<file path="src/rtl/uart_mmio.sv">
// Memory-mapped 8N1 UART peripheral.
// Word registers: 0 TXDATA, 1 RXDATA, 2 STATUS, 3 CTRL, 4 DIV.
// Read data is combinational so a single-cycle load completes in the same cycle.
// TX and RX each latch the divisor when a frame starts, so a DIV write
// mid-frame only affects later frames.
module uart_mmio #(
    parameter int CLK_FREQ = 50_000_000,
    parameter int BAUD     = 115200,
    parameter int DIV_RST  = CLK_FREQ / BAUD
) (
    input  logic        clk,
    input  logic        rst,
    input  logic        Select,
    input  logic        Write,
    input  logic [31:0] Addr,
    input  logic [31:0] DataIn,
    output logic [31:0] DataOut,
    input  logic        rx,
    output logic        tx
);

    localparam logic [15:0] DIV_RST_W = 16'(DIV_RST);

    typedef enum logic [1:0] {
        TX_IDLE  = 2'd0,
        TX_START = 2'd1,
        TX_DATA  = 2'd2,
        TX_STOP  = 2'd3
    } tx_state_t;

    typedef enum logic [1:0] {
        RX_IDLE  = 2'd0,
        RX_START = 2'd1,
        RX_DATA  = 2'd2,
        RX_STOP  = 2'd3
    } rx_state_t;

    // A divisor below 2 would leave no room for the half-bit start check.
    function automatic logic [15:0] clamp_div(input logic [15:0] value);
        logic [15:0] result;
        if (value < 16'd2) begin
            result = 16'd2;
        end else begin
            result = value;
        end
        return result;
    endfunction

    // ---------------------------------------------------------------
    // Bus decode
    // ---------------------------------------------------------------
    logic [2:0] idx_s;
    logic       wr_en_s;
    logic       wr_tx_s;
    logic       wr_ctrl_s;
    logic       wr_div_s;
    logic       clr_valid_s;
    logic       clr_err_s;
    logic       unused_s;

    assign idx_s       = Addr[2:0];
    assign wr_en_s     = Select & Write;
    assign wr_tx_s     = wr_en_s && (idx_s == 3'd0);
    assign wr_ctrl_s   = wr_en_s && (idx_s == 3'd3);
    assign wr_div_s    = wr_en_s && (idx_s == 3'd4);
    assign clr_valid_s = wr_ctrl_s & DataIn[0];
    assign clr_err_s   = wr_ctrl_s & DataIn[1];
    assign unused_s    = ^{Addr[31:3], DataIn[31:16]};

    // ---------------------------------------------------------------
    // Registers
    // ---------------------------------------------------------------
    logic [15:0] div_r, div_s;

    tx_state_t   tx_state_r, tx_state_s;
    logic [15:0] tx_cnt_r, tx_cnt_s;
    logic [15:0] tx_div_r, tx_div_s;
    logic [2:0]  tx_bit_r, tx_bit_s;
    logic [7:0]  tx_shift_r, tx_shift_s;
    logic        tx_r, tx_s;
    logic        tx_busy_r, tx_busy_s;

    logic        rx_meta_r, rx_sync_r;
    rx_state_t   rx_state_r, rx_state_s;
    logic [15:0] rx_cnt_r, rx_cnt_s;
    logic [15:0] rx_div_r, rx_div_s;
    logic [2:0]  rx_bit_r, rx_bit_s;
    logic [7:0]  rx_shift_r, rx_shift_s;
    logic        rx_done_s;
    logic        rx_ferr_s;

    logic [7:0]  rx_byte_r, rx_byte_s;
    logic        rx_valid_r, rx_valid_s;
    logic        overrun_r, overrun_s;
    logic        frame_err_r, frame_err_s;

    // Divisor register next value, clamped to a minimum of 2.
    always_comb begin
        if (wr_div_s) begin
            div_s = clamp_div(DataIn[15:0]);
        end else begin
            div_s = div_r;
        end
    end

    // Divisor register.
    always_ff @(posedge clk) begin
        if (rst) begin
            div_r <= DIV_RST_W;
        end else begin
            div_r <= div_s;
        end
    end

    // ---------------------------------------------------------------
    // Transmitter
    // ---------------------------------------------------------------

    // TX next-state and datapath: start, 8 data bits LSB-first, stop.
    always_comb begin
        tx_state_s = tx_state_r;
        tx_cnt_s   = tx_cnt_r;
        tx_div_s   = tx_div_r;
        tx_bit_s   = tx_bit_r;
        tx_shift_s = tx_shift_r;
        tx_s       = tx_r;
        tx_busy_s  = tx_busy_r;
        case (tx_state_r)
            TX_IDLE: begin
                tx_s      = 1'b1;
                tx_busy_s = 1'b0;
                if (wr_tx_s) begin
                    tx_shift_s = DataIn[7:0];
                    tx_div_s   = div_r;
                    tx_cnt_s   = div_r - 16'd1;
                    tx_bit_s   = 3'd0;
                    tx_s       = 1'b0;
                    tx_busy_s  = 1'b1;
                    tx_state_s = TX_START;
                end else begin
                    tx_state_s = TX_IDLE;
                end
            end
            TX_START: begin
                if (tx_cnt_r == 16'd0) begin
                    tx_s       = tx_shift_r[0];
                    tx_cnt_s   = tx_div_r - 16'd1;
                    tx_bit_s   = 3'd0;
                    tx_state_s = TX_DATA;
                end else begin
                    tx_cnt_s = tx_cnt_r - 16'd1;
                end
            end
            TX_DATA: begin
                if (tx_cnt_r == 16'd0) begin
                    tx_cnt_s = tx_div_r - 16'd1;
                    if (tx_bit_r == 3'd7) begin
                        tx_s       = 1'b1;
                        tx_state_s = TX_STOP;
                    end else begin
                        tx_s       = tx_shift_r[1];
                        tx_shift_s = {1'b0, tx_shift_r[7:1]};
                        tx_bit_s   = tx_bit_r + 3'd1;
                    end
                end else begin
                    tx_cnt_s = tx_cnt_r - 16'd1;
                end
            end
            TX_STOP: begin
                if (tx_cnt_r == 16'd0) begin
                    tx_s       = 1'b1;
                    tx_busy_s  = 1'b0;
                    tx_state_s = TX_IDLE;
                end else begin
                    tx_cnt_s = tx_cnt_r - 16'd1;
                end
            end
            default: begin
                tx_s       = 1'b1;
                tx_busy_s  = 1'b0;
                tx_state_s = TX_IDLE;
            end
        endcase
    end

    // TX state and datapath registers; reset aborts any frame in flight.
    always_ff @(posedge clk) begin
        if (rst) begin
            tx_state_r <= TX_IDLE;
            tx_cnt_r   <= 16'd0;
            tx_div_r   <= DIV_RST_W;
            tx_bit_r   <= 3'd0;
            tx_shift_r <= 8'd0;
            tx_r       <= 1'b1;
            tx_busy_r  <= 1'b0;
        end else begin
            tx_state_r <= tx_state_s;
            tx_cnt_r   <= tx_cnt_s;
            tx_div_r   <= tx_div_s;
            tx_bit_r   <= tx_bit_s;
            tx_shift_r <= tx_shift_s;
            tx_r       <= tx_s;
            tx_busy_r  <= tx_busy_s;
        end
    end

    assign tx = tx_r;

    // ---------------------------------------------------------------
    // Receiver
    // ---------------------------------------------------------------

    // Two-flop synchronizer for the asynchronous rx pin, idling high.
    always_ff @(posedge clk) begin
        if (rst) begin
            rx_meta_r <= 1'b1;
            rx_sync_r <= 1'b1;
        end else begin
            rx_meta_r <= rx;
            rx_sync_r <= rx_meta_r;
        end
    end

    // RX next-state: half-bit start check, then mid-bit data and stop samples.
    always_comb begin
        rx_state_s = rx_state_r;
        rx_cnt_s   = rx_cnt_r;
        rx_div_s   = rx_div_r;
        rx_bit_s   = rx_bit_r;
        rx_shift_s = rx_shift_r;
        rx_done_s  = 1'b0;
        rx_ferr_s  = 1'b0;
        case (rx_state_r)
            RX_IDLE: begin
                if (!rx_sync_r) begin
                    rx_div_s   = div_r;
                    rx_cnt_s   = (div_r >> 1) - 16'd1;
                    rx_bit_s   = 3'd0;
                    rx_state_s = RX_START;
                end else begin
                    rx_state_s = RX_IDLE;
                end
            end
            RX_START: begin
                if (rx_cnt_r == 16'd0) begin
                    if (rx_sync_r) begin
                        rx_state_s = RX_IDLE;
                    end else begin
                        rx_cnt_s   = rx_div_r - 16'd1;
                        rx_bit_s   = 3'd0;
                        rx_state_s = RX_DATA;
                    end
                end else begin
                    rx_cnt_s = rx_cnt_r - 16'd1;
                end
            end
            RX_DATA: begin
                if (rx_cnt_r == 16'd0) begin
                    rx_shift_s = {rx_sync_r, rx_shift_r[7:1]};
                    rx_cnt_s   = rx_div_r - 16'd1;
                    if (rx_bit_r == 3'd7) begin
                        rx_state_s = RX_STOP;
                    end else begin
                        rx_bit_s = rx_bit_r + 3'd1;
                    end
                end else begin
                    rx_cnt_s = rx_cnt_r - 16'd1;
                end
            end
            RX_STOP: begin
                if (rx_cnt_r == 16'd0) begin
                    if (rx_sync_r) begin
                        rx_done_s = 1'b1;
                    end else begin
                        rx_ferr_s = 1'b1;
                    end
                    rx_state_s = RX_IDLE;
                end else begin
                    rx_cnt_s = rx_cnt_r - 16'd1;
                end
            end
            default: begin
                rx_state_s = RX_IDLE;
            end
        endcase
    end

    // RX state and datapath registers; reset discards a partial byte.
    always_ff @(posedge clk) begin
        if (rst) begin
            rx_state_r <= RX_IDLE;
            rx_cnt_r   <= 16'd0;
            rx_div_r   <= DIV_RST_W;
            rx_bit_r   <= 3'd0;
            rx_shift_r <= 8'd0;
        end else begin
            rx_state_r <= rx_state_s;
            rx_cnt_r   <= rx_cnt_s;
            rx_div_r   <= rx_div_s;
            rx_bit_r   <= rx_bit_s;
            rx_shift_r <= rx_shift_s;
        end
    end

    // Receive byte and flags; a hardware set beats a same-edge CTRL clear.
    always_comb begin
        if (rx_done_s) begin
            rx_byte_s = rx_shift_r;
        end else begin
            rx_byte_s = rx_byte_r;
        end

        if (rx_done_s) begin
            rx_valid_s = 1'b1;
        end else if (clr_valid_s) begin
            rx_valid_s = 1'b0;
        end else begin
            rx_valid_s = rx_valid_r;
        end

        // A byte landing while software clears rx_valid is not an overrun.
        if (rx_done_s && rx_valid_r && !clr_valid_s) begin
            overrun_s = 1'b1;
        end else if (clr_err_s) begin
            overrun_s = 1'b0;
        end else begin
            overrun_s = overrun_r;
        end

        if (rx_ferr_s) begin
            frame_err_s = 1'b1;
        end else if (clr_err_s) begin
            frame_err_s = 1'b0;
        end else begin
            frame_err_s = frame_err_r;
        end
    end

    // Receive byte and status flag registers.
    always_ff @(posedge clk) begin
        if (rst) begin
            rx_byte_r   <= 8'd0;
            rx_valid_r  <= 1'b0;
            overrun_r   <= 1'b0;
            frame_err_r <= 1'b0;
        end else begin
            rx_byte_r   <= rx_byte_s;
            rx_valid_r  <= rx_valid_s;
            overrun_r   <= overrun_s;
            frame_err_r <= frame_err_s;
        end
    end

    // ---------------------------------------------------------------
    // Read mux
    // ---------------------------------------------------------------

    // Combinational read data; zero when not selected or for write-only slots.
    always_comb begin
        DataOut = 32'd0;
        if (Select) begin
            case (idx_s)
                3'd1:    DataOut = {24'd0, rx_byte_r};
                3'd2:    DataOut = {28'd0, frame_err_r, overrun_r, rx_valid_r, tx_busy_r};
                3'd4:    DataOut = {16'd0, div_r};
                default: DataOut = 32'd0;
            endcase
        end else begin
            DataOut = 32'd0;
        end
    end

endmodule

</file>
<file path="config.mk">
export PLATFORM = sky130hd
export DESIGN_NAME = uart_mmio
export DESIGN_NICKNAME = d
export VERILOG_FILES = /design/src/rtl/uart_mmio.sv
export SDC_FILE = /design/constraint.sdc
export NUM_CORES = 1
export LEC_CHECK = 0
export ABC_AREA = 0
export CORE_MARGIN = 2
export CORE_UTILIZATION = 60
export DETAILED_ROUTE_END_ITERATION = 8
export PLACE_DENSITY = 0.85
export SLEW_MARGIN = 20
export SYNTH_ARGS = -nofsm -noshare
export SYNTH_HDL_FRONTEND = slang
export SYNTH_SLANG_ARGS = --single-unit
</file>
<file path="constraint.sdc">
create_clock -name clk -period 4.5 [get_ports clk]
set_clock_uncertainty 0.1 [all_clocks]
set_input_delay 0.675 -clock clk [delete_from_list [all_inputs] [get_ports clk]]
set_output_delay 0.675 -clock clk [all_outputs]
set_load 0.01 [all_outputs]
</file>
==> results of run 1 <==
==> flip-flops by register name (all words and copies together) (netlist names), named ones only <==
| signal | cells |
|---|---|
| tx | 1 |
| div_r | 16 |
| tx_div_r | 16 |
| tx_state_r | 2 |
| rx_sync_r | 1 |
| tx_bit_r | 3 |
| rx_valid_r | 1 |
| rx_bit_r | 3 |
| rx_div_r | 16 |
| rx_shift_r | 8 |
| rx_byte_r | 8 |
| rx_state_r | 1 |
| tx_cnt_r | 16 |
| rx_cnt_r | 16 |
| overrun_r | 1 |
| frame_err_r | 1 |
| rx_meta_r | 1 |
| tx_shift_r | 8 |
| tx_busy_r | 1 |
==> cell usage after synthesis, drive strengths merged, types with 13 or more instances <==
| cell | number | area [um2] |
|---|---|---|
| a211oi | 27 | 203 |
| a21oi | 87 | 435 |
| and2 | 14 | 87.6 |
| buf | 24 | 159 |
| clkbuf | 62 | 233 |
| dfxtp | 121 | 2420 |
| ha | 21 | 263 |
| inv | 25 | 93.8 |
| mux2i | 15 | 150 |
| nand2 | 176 | 661 |
| nand3 | 41 | 205 |
| nor2 | 62 | 233 |
| nor3 | 38 | 201 |
| nor4 | 20 | 131 |
| o21ai | 37 | 185 |
| or4 | 13 | 101 |
| xnor2 | 35 | 307 |
| xor2 | 32 | 280 |
==> path summary, 6_finish.rpt <==
| kind | end | slack, ns |
|---|---|---|
| setup reg to reg | rx_cnt_r[13] | 1.41 |
| hold reg to reg | rx_sync_r | 0.31 |
| hold / removal | rx_sync_r | 0.31 |
| setup / recovery | DataOut[12] | 1.11 |
==> power by group <==
part	switching [uW]	total (uW)	internal, uW
sequential	127	1310	1180
combinational	1160	1850	689
clock	551	1280	727
==> per-stage QoR <==
step | std cells | hold slack [ns]
2_1_floorplan | 1010 | 0.289
3_3_place_gp | 1141 | 0.293
3_5_place_dp | 1141 | 0.303
4_1_cts | 1173 | 0.319
5_1_grt | 1174 | 0.338
6_report | 1174 | 0.315
==> layout by cell type, fill, tap and decap left out, drive strengths merged, types with 5 or more instances in the layout <==
cell type and n:
nand3 41, nand2b 5, conb 16, a31oi 7, nand4 11, xor2 32
a211oi 27, nor4 20, nand2 176, nor4b 7, xnor2 35, o211ai 10
clkbuf 18, nor2b 6, a22oi 11, nor2 62, nor3 38, clkdlybuf4s50 39
or4b 5, a31o 5, o21ai 37, o31ai 5, inv 31, and2 14
ha 21, or3 7, or4 13, buf 11, clkinvlp 5, dfxtp 121
a21oi 87, mux2i 15
==> area by class of cell <==
| class | instances | share of cell area [%] |
|---|---|---|
| multi-input combinational | 777 | 55.2 |
| tap | 168 | 2.51 |
| sequential | 121 | 28.9 |
| timing repair buffer | 50 | 5.62 |
| clock buffer | 18 | 5.25 |
| inverter | 26 | 1.17 |
| clock inverter | 14 | 1.35 |
==> per-layer routing <==
metal	share of wire, %	up-vias	GRT usage [%]
met2	45	369	48.6
met3	8.1	65	5.96
li1	-	3499	-
met1	43	3371	40.0
met4	3.4	0	13.0
met5	0	-	0
==> cell families (layout without fill, tap and decap cells) <==
kind of cell | count (synthesis) | after routing | synth area share (%)
simple gates | 426 | 426 | 27.8
compound gates | 232 | 232 | 19.8
flops | 121 | 121 | 32.4
buf+inv | 112 | 108 | 6.55
xor+xnor | 67 | 67 | 7.85
fa+ha+maj | 21 | 21 | 3.52
mux | 15 | 15 | 2.01
other cells | 1 | 16 | 0.0502
==> impl_metrics.csv, run 1 <==
group,metric,value,unit
run_status,outcome,"finished, final reports clean",
clocking,cts_hold_buf,0,
timing,fin_ws,1.11,ns
global_route,grt_max_degree,77,
logic_synthesis,yosys_most_used_dff,"dfxtp_1",
setup_path,crit_cells,5,
setup_path,reg2regPathDepth,8,
logic_synthesis,ys_seq_area_share,32.4,%
layout,utilization,69.4,%
global_route,antenna_found_initial,0,
setup_path,path_cells,"clkdlybuf4s50_1 > nor2b_1 > and3b_1 > and2_1 > clkdlybuf4s50_1",
clocking,insertion_delay,0.42,ns
setup_path,crit_type,"input port to output port",
clocking,clk_pin_slew,0.06,ns
clocking,root_buffer,"clkbuf_16",
logic_synthesis,yosys_warnings,0,
floorplanning,die_x,116,um
logic_synthesis,postSynth.asyncResetShare,0,%
floorplanning,row_count,40,
drt,ant_nets,0,
setup_path,crit_required,3.72,ns
global_route,grt_pass1_vias,6682,
drt,totalWireLength,20000,um
drt,drcViolationCount,0,
timing,setup_viol,0,
setup_path,cp.arrival,2.61,ns
logic_synthesis,synth-seq-cells,121,
timing,max_clock_freq,295,MHz
placement,io_buffers,40,
floorplanning,dieArea,13400,um2
logic_synthesis,synth-edff-count,0,
clocking,h-tree-depth,4,
logic_synthesis,syn_inst,995,
setup_path,cp-startpoint,"Addr[2]",
layout,design_area,8370,um2
pwr,powerDensity,530,nW/um2
logic_synthesis,syn_area,7470,um2
hold_path,whs_path_depth,1,
layout,insertedDiodeCount,0,
drt,vias,7304,
pwr,ir_worst_vdd,0.443,mV
flow_run,drv_cap,0,
placement,dpl-instance-area,7810,um2
pwr,p_leak,0.00301,uW
global_route,track_usage,30.3,%
floorplanning,io_pins,102,
timing,hold_viol,0,
setup_path,crit_fanout,10,
placement,dp_hpwl,13700,um
clocking,cts-resized-gates,0,
setup_path,critPathSlowestCell,"clkdlybuf4s50_1",
timing,drv_slew,0,
global_route,grt_first_pass_wirelength,32400,um
global_route,gr-total-overflow,0,
layout,syn_to_final_growth,12.0,%
timing,finalCritPeriodShare,75.2,%
floorplanning,initial_utilization,62.0,%
timing,final.setup.tns,0,ns
timing,rsz0062_at_grt,"no",
placement,pre_cts_ws,1.14,ns
logic_synthesis,avgSynthCellArea,7.51,um2
layout,fin_nets,1083,
clocking,clockBufferDepth,2,
setup_path,reg2reg_from,"rx_cnt_r[0]",
hold_path,min-delay-path-class,"flip-flop to flip-flop",
hold_path,min_from,"rx_meta_r",
setup_path,crit_family,"buffers and inverters",
setup_path,cp_common_cell,"clkdlybuf4s50_1",
clocking,clkSinkCount,121,
setup_path,cp_slowest_stage_delay,0.55,ns
setup_path,setup.worst_path.end_class,"output port",
drt,dr.pass1.iters,6,
layout,fillers,966,
clocking,cts_setup_buffers,0,
clocking,cts_buffers,17,
drt,via_per_inst,6.22,
timing,tightest_slew,1.15,ns
layout,regArea,2420,um2
logic_synthesis,synth_cell_types,68,
setup_path,cp.buffers_inverters,2,
layout,final_layout_size_suffix_gt1_share,6.36,%
drt,drt_iter0_markers,687,
timing,slew-limit-headroom,22.3,%
timing,post-route-min-period,3.39,ns
drt,wire_per_inst,17.0,um
setup_path,cp-start-kind,"input port",
floorplanning,core,12100,um2
floorplanning,die_h,116,um
pwr,finalPower,4440,uW
clocking,cts_tree,"built",
layout,multi_input_area,4620,um2
placement,gp_congestion,0.914,
Note: power is estimated with default switching activity, not from simulation.
==> run 2, diff against run 1 <==
--- a/config.mk
+++ b/config.mk
@@ -7,9 +7,9 @@
 export LEC_CHECK = 0
 export ABC_AREA = 0
 export CORE_MARGIN = 2
-export CORE_UTILIZATION = 60
+export CORE_UTILIZATION = 50
 export DETAILED_ROUTE_END_ITERATION = 8
-export PLACE_DENSITY = 0.85
+export PLACE_DENSITY = 0.76
 export SLEW_MARGIN = 20
 export SYNTH_ARGS = -nofsm -noshare
 export SYNTH_HDL_FRONTEND = slang
==> constraint.sdc (replaced) <==
create_clock -name clk -period 3.1 [get_ports clk]
set_clock_uncertainty 0.1 [all_clocks]
set_input_delay 0.465 -clock clk [delete_from_list [all_inputs] [get_ports clk]]
set_output_delay 0.465 -clock clk [all_outputs]
set_load 0.01 [all_outputs]
==> run 2 against run 1 <==
Hold slack worse by 0.0017 ns. First-iteration DRC count fell by 40%. Combinational power up 50%. Non-clock buffer count rose by 22. Count of clock-buffer cells in the layout rose by 1. Critical endpoint is now DataOut[15]. Largest cell class unchanged.
==> impl_metrics.csv, run 2 (synthesized netlist as in run 1, its figures left out) <==
group,metric,value,unit
run_status,outcome,"finished, final reports clean",
floorplanning,dieArea,15900,um2
global_route,gr-total-overflow,0,
timing,slew-limit-headroom,58.1,%
setup_path,reg2reg_from,"rx_div_r[5]",
global_route,track_usage,25.4,%
setup_path,critPathSlowestCell,"clkdlybuf4s50_1",
setup_path,crit_fanout,10,
layout,fillers,1266,
setup_path,path_cells,"clkdlybuf4s50_1 > nor2b_1 > and3b_1 > and2_1 > clkdlybuf4s50_1",
drt,top_layer,"met4",
clocking,h-tree-depth,4,
timing,hold_viol,0,
drt,drcViolationCount,0,
drt,wire_per_inst,16.7,um
drt,wl_met3,1490,um
pwr,finalPower,6670,uW
setup_path,crit_family,"buffers and inverters",
floorplanning,core,14600,um2
drt,drt_iter0_markers,413,
clocking,clkSinkCount,121,
timing,post-route-min-period,2.98,ns
floorplanning,io_pins,102,
global_route,antenna_found_initial,0,
timing,rsz0062_at_grt,"no",
global_route,grt_first_pass_wirelength,33000,um
clocking,clk_pin_slew,0.06,ns
clocking,insertion_delay,0.42,ns
hold_path,whs_path_depth,1,
layout,fin_nets,1105,
drt,vias,7288,
layout,final_cell_mix,"nand2_1 (176), dfxtp_1 (121), a21oi_1 (87)",
global_route,grt_pass1_vias,6628,
clocking,cts_hold_buf,0,
hold_path,min-delay-path-class,"flip-flop to flip-flop",
setup_path,setup.worst_path.end_class,"output port",
timing,whs,0.313,ns
layout,insertedDiodeCount,0,
setup_path,reg2regPathDepth,6,
pwr,p_leak,0.00315,uW
drt,m1WireLength,9100,um
placement,gp_congestion,0.904,
setup_path,r2r_end,"rx_cnt_r[15]",
floorplanning,die_h,126,um
setup_path,cp.buffers_inverters,2,
timing,drv_slew,0,
layout,utilization,58.9,%
layout,final_layout_size_suffix_gt1_share,8.37,%
layout,multi_input_area,4630,um2
flow_run,drv_cap,0,
floorplanning,row_count,44,
setup_path,crit_type,"input port to output port",
drt,dr.pass1.iters,5,
drt,totalWireLength,20200,um
drt,ant_nets,0,
pwr,powerDensity,776,nW/um2
clocking,cts_buffers,17,
setup_path,cp-start-kind,"input port",
timing,tightest_slew,0.628,ns
timing,finalCritPeriodShare,96.0,%
timing,max_clock_freq,336,MHz
setup_path,cp_common_cell,"clkdlybuf4s50_1",
setup_path,cp.arrival,2.41,ns
global_route,grt_max_degree,56,
floorplanning,die_x,126,um
placement,dp_hpwl,14100,um
drt,wl_met2,9010,um
drt,via_per_inst,6.02,
hold_path,min_from,"rx_meta_r",
floorplanning,initial_utilization,51.2,%
setup_path,reg2reg_slack,0.34,ns
timing,final.setup.tns,0,ns
hold_path,holdPathEnd,"rx_sync_r",
layout,syn_to_final_growth,15.1,%
setup_path,cp_slowest_stage_delay,0.55,ns
setup_path,crit_required,2.53,ns
clocking,root_buffer,"clkbuf_16",
clocking,cts_tree,"built",
clocking,clockBufferDepth,2,
pwr,ir_worst_vdd,0.606,mV
placement,io_buffers,40,
timing,setup_viol,0,
layout,final_common_cell,"nand2_1",
layout,regArea,2420,um2
-- run 2: cell types whose count changed in the layout (fill, tap and decap cells not counted), sizes merged --
cell | before | now
buf | 11 | 33
bufinv | 0 | 3
clkbuf | 18 | 19
clkinv | 4 | 7
clkinvlp | 5 | 2
inv | 31 | 26
-- run 2: cell type report --
type / count / area share [%]
Sequential cell: 121 / 28.2
Timing Repair Buffer: 72 / 7.42
Tap cell: 184 / 2.68
Multi-Input combinational cell: 777 / 53.8
Clock inverter: 12 / 1.76
Inverter: 26 / 1.14
Clock buffer: 19 / 5.03
-- run 2: power by group --
group	switching [uW]	internal [uW]
Sequential	183	1720
Combinational	1660	1120
Clock	737	1260
-- run 2: metal layers --
| layer | up-vias | track usage, % |
|---|---|---|
| met5 | - | 0 |
| met4 | 0 | 9.57 |
| met3 | 43 | 4.89 |
| met2 | 299 | 39.5 |
| met1 | 3403 | 35.1 |
| li1 | 3543 | - |
-- run 2: worst register-to-register path: stages, from the launching register on --
cell      delay [ns]
dfxtp_1         0.36
or4_4           0.58
or4b_4          0.57
or4b_4          0.53
xor2_1          0.18
o211ai_1        0.12
a32o_2          0.23
-- run 2: worst max-delay path by stage --
stage                startpoint      endpoint  slack (ns)  cells past startpoint
floorplan           rx_div_r[5]  rx_cnt_r[15]        0.48                      6
global placement        Addr[2]   DataOut[14]        0.18                      5
detailed placement      Addr[2]    DataOut[8]        0.16                      5
CTS                     Addr[2]    DataOut[8]        0.13                      5
global route            Addr[2]   DataOut[13]        0.01                      5
finish                  Addr[2]   DataOut[15]        0.12                      5
-- run 2: what timing repair did --
item | CTS | global route
resized for setup | 0 | 3
hold endpoints to repair | 0 | 0
setup endpoints to repair | 0 | 9
buffers inserted | 0 | 0
-- run 2: through the flow --
stage	cells	setup slack [ns]	instance area [um2]
CTS	1211	0.131	8590
finish	1211	0.123	8600
floorplan	1010	0.477	7530
detailed placement	1180	0.156	8010
global route	1211	0.0144	8600
global placement	1180	0.178	8010
==> run 3, diff against run 2 <==
--- a/config.mk
+++ b/config.mk
@@ -6,8 +6,10 @@
 export NUM_CORES = 1
 export LEC_CHECK = 0
 export ABC_AREA = 0
+export CAP_MARGIN = 20
 export CORE_MARGIN = 2
 export CORE_UTILIZATION = 50
+export CTS_CLUSTER_SIZE = 10
 export DETAILED_ROUTE_END_ITERATION = 8
 export PLACE_DENSITY = 0.76
 export SLEW_MARGIN = 20
==> results of run 3 <==
No change in the layout: final DEF, timing and power equal those of run 2.
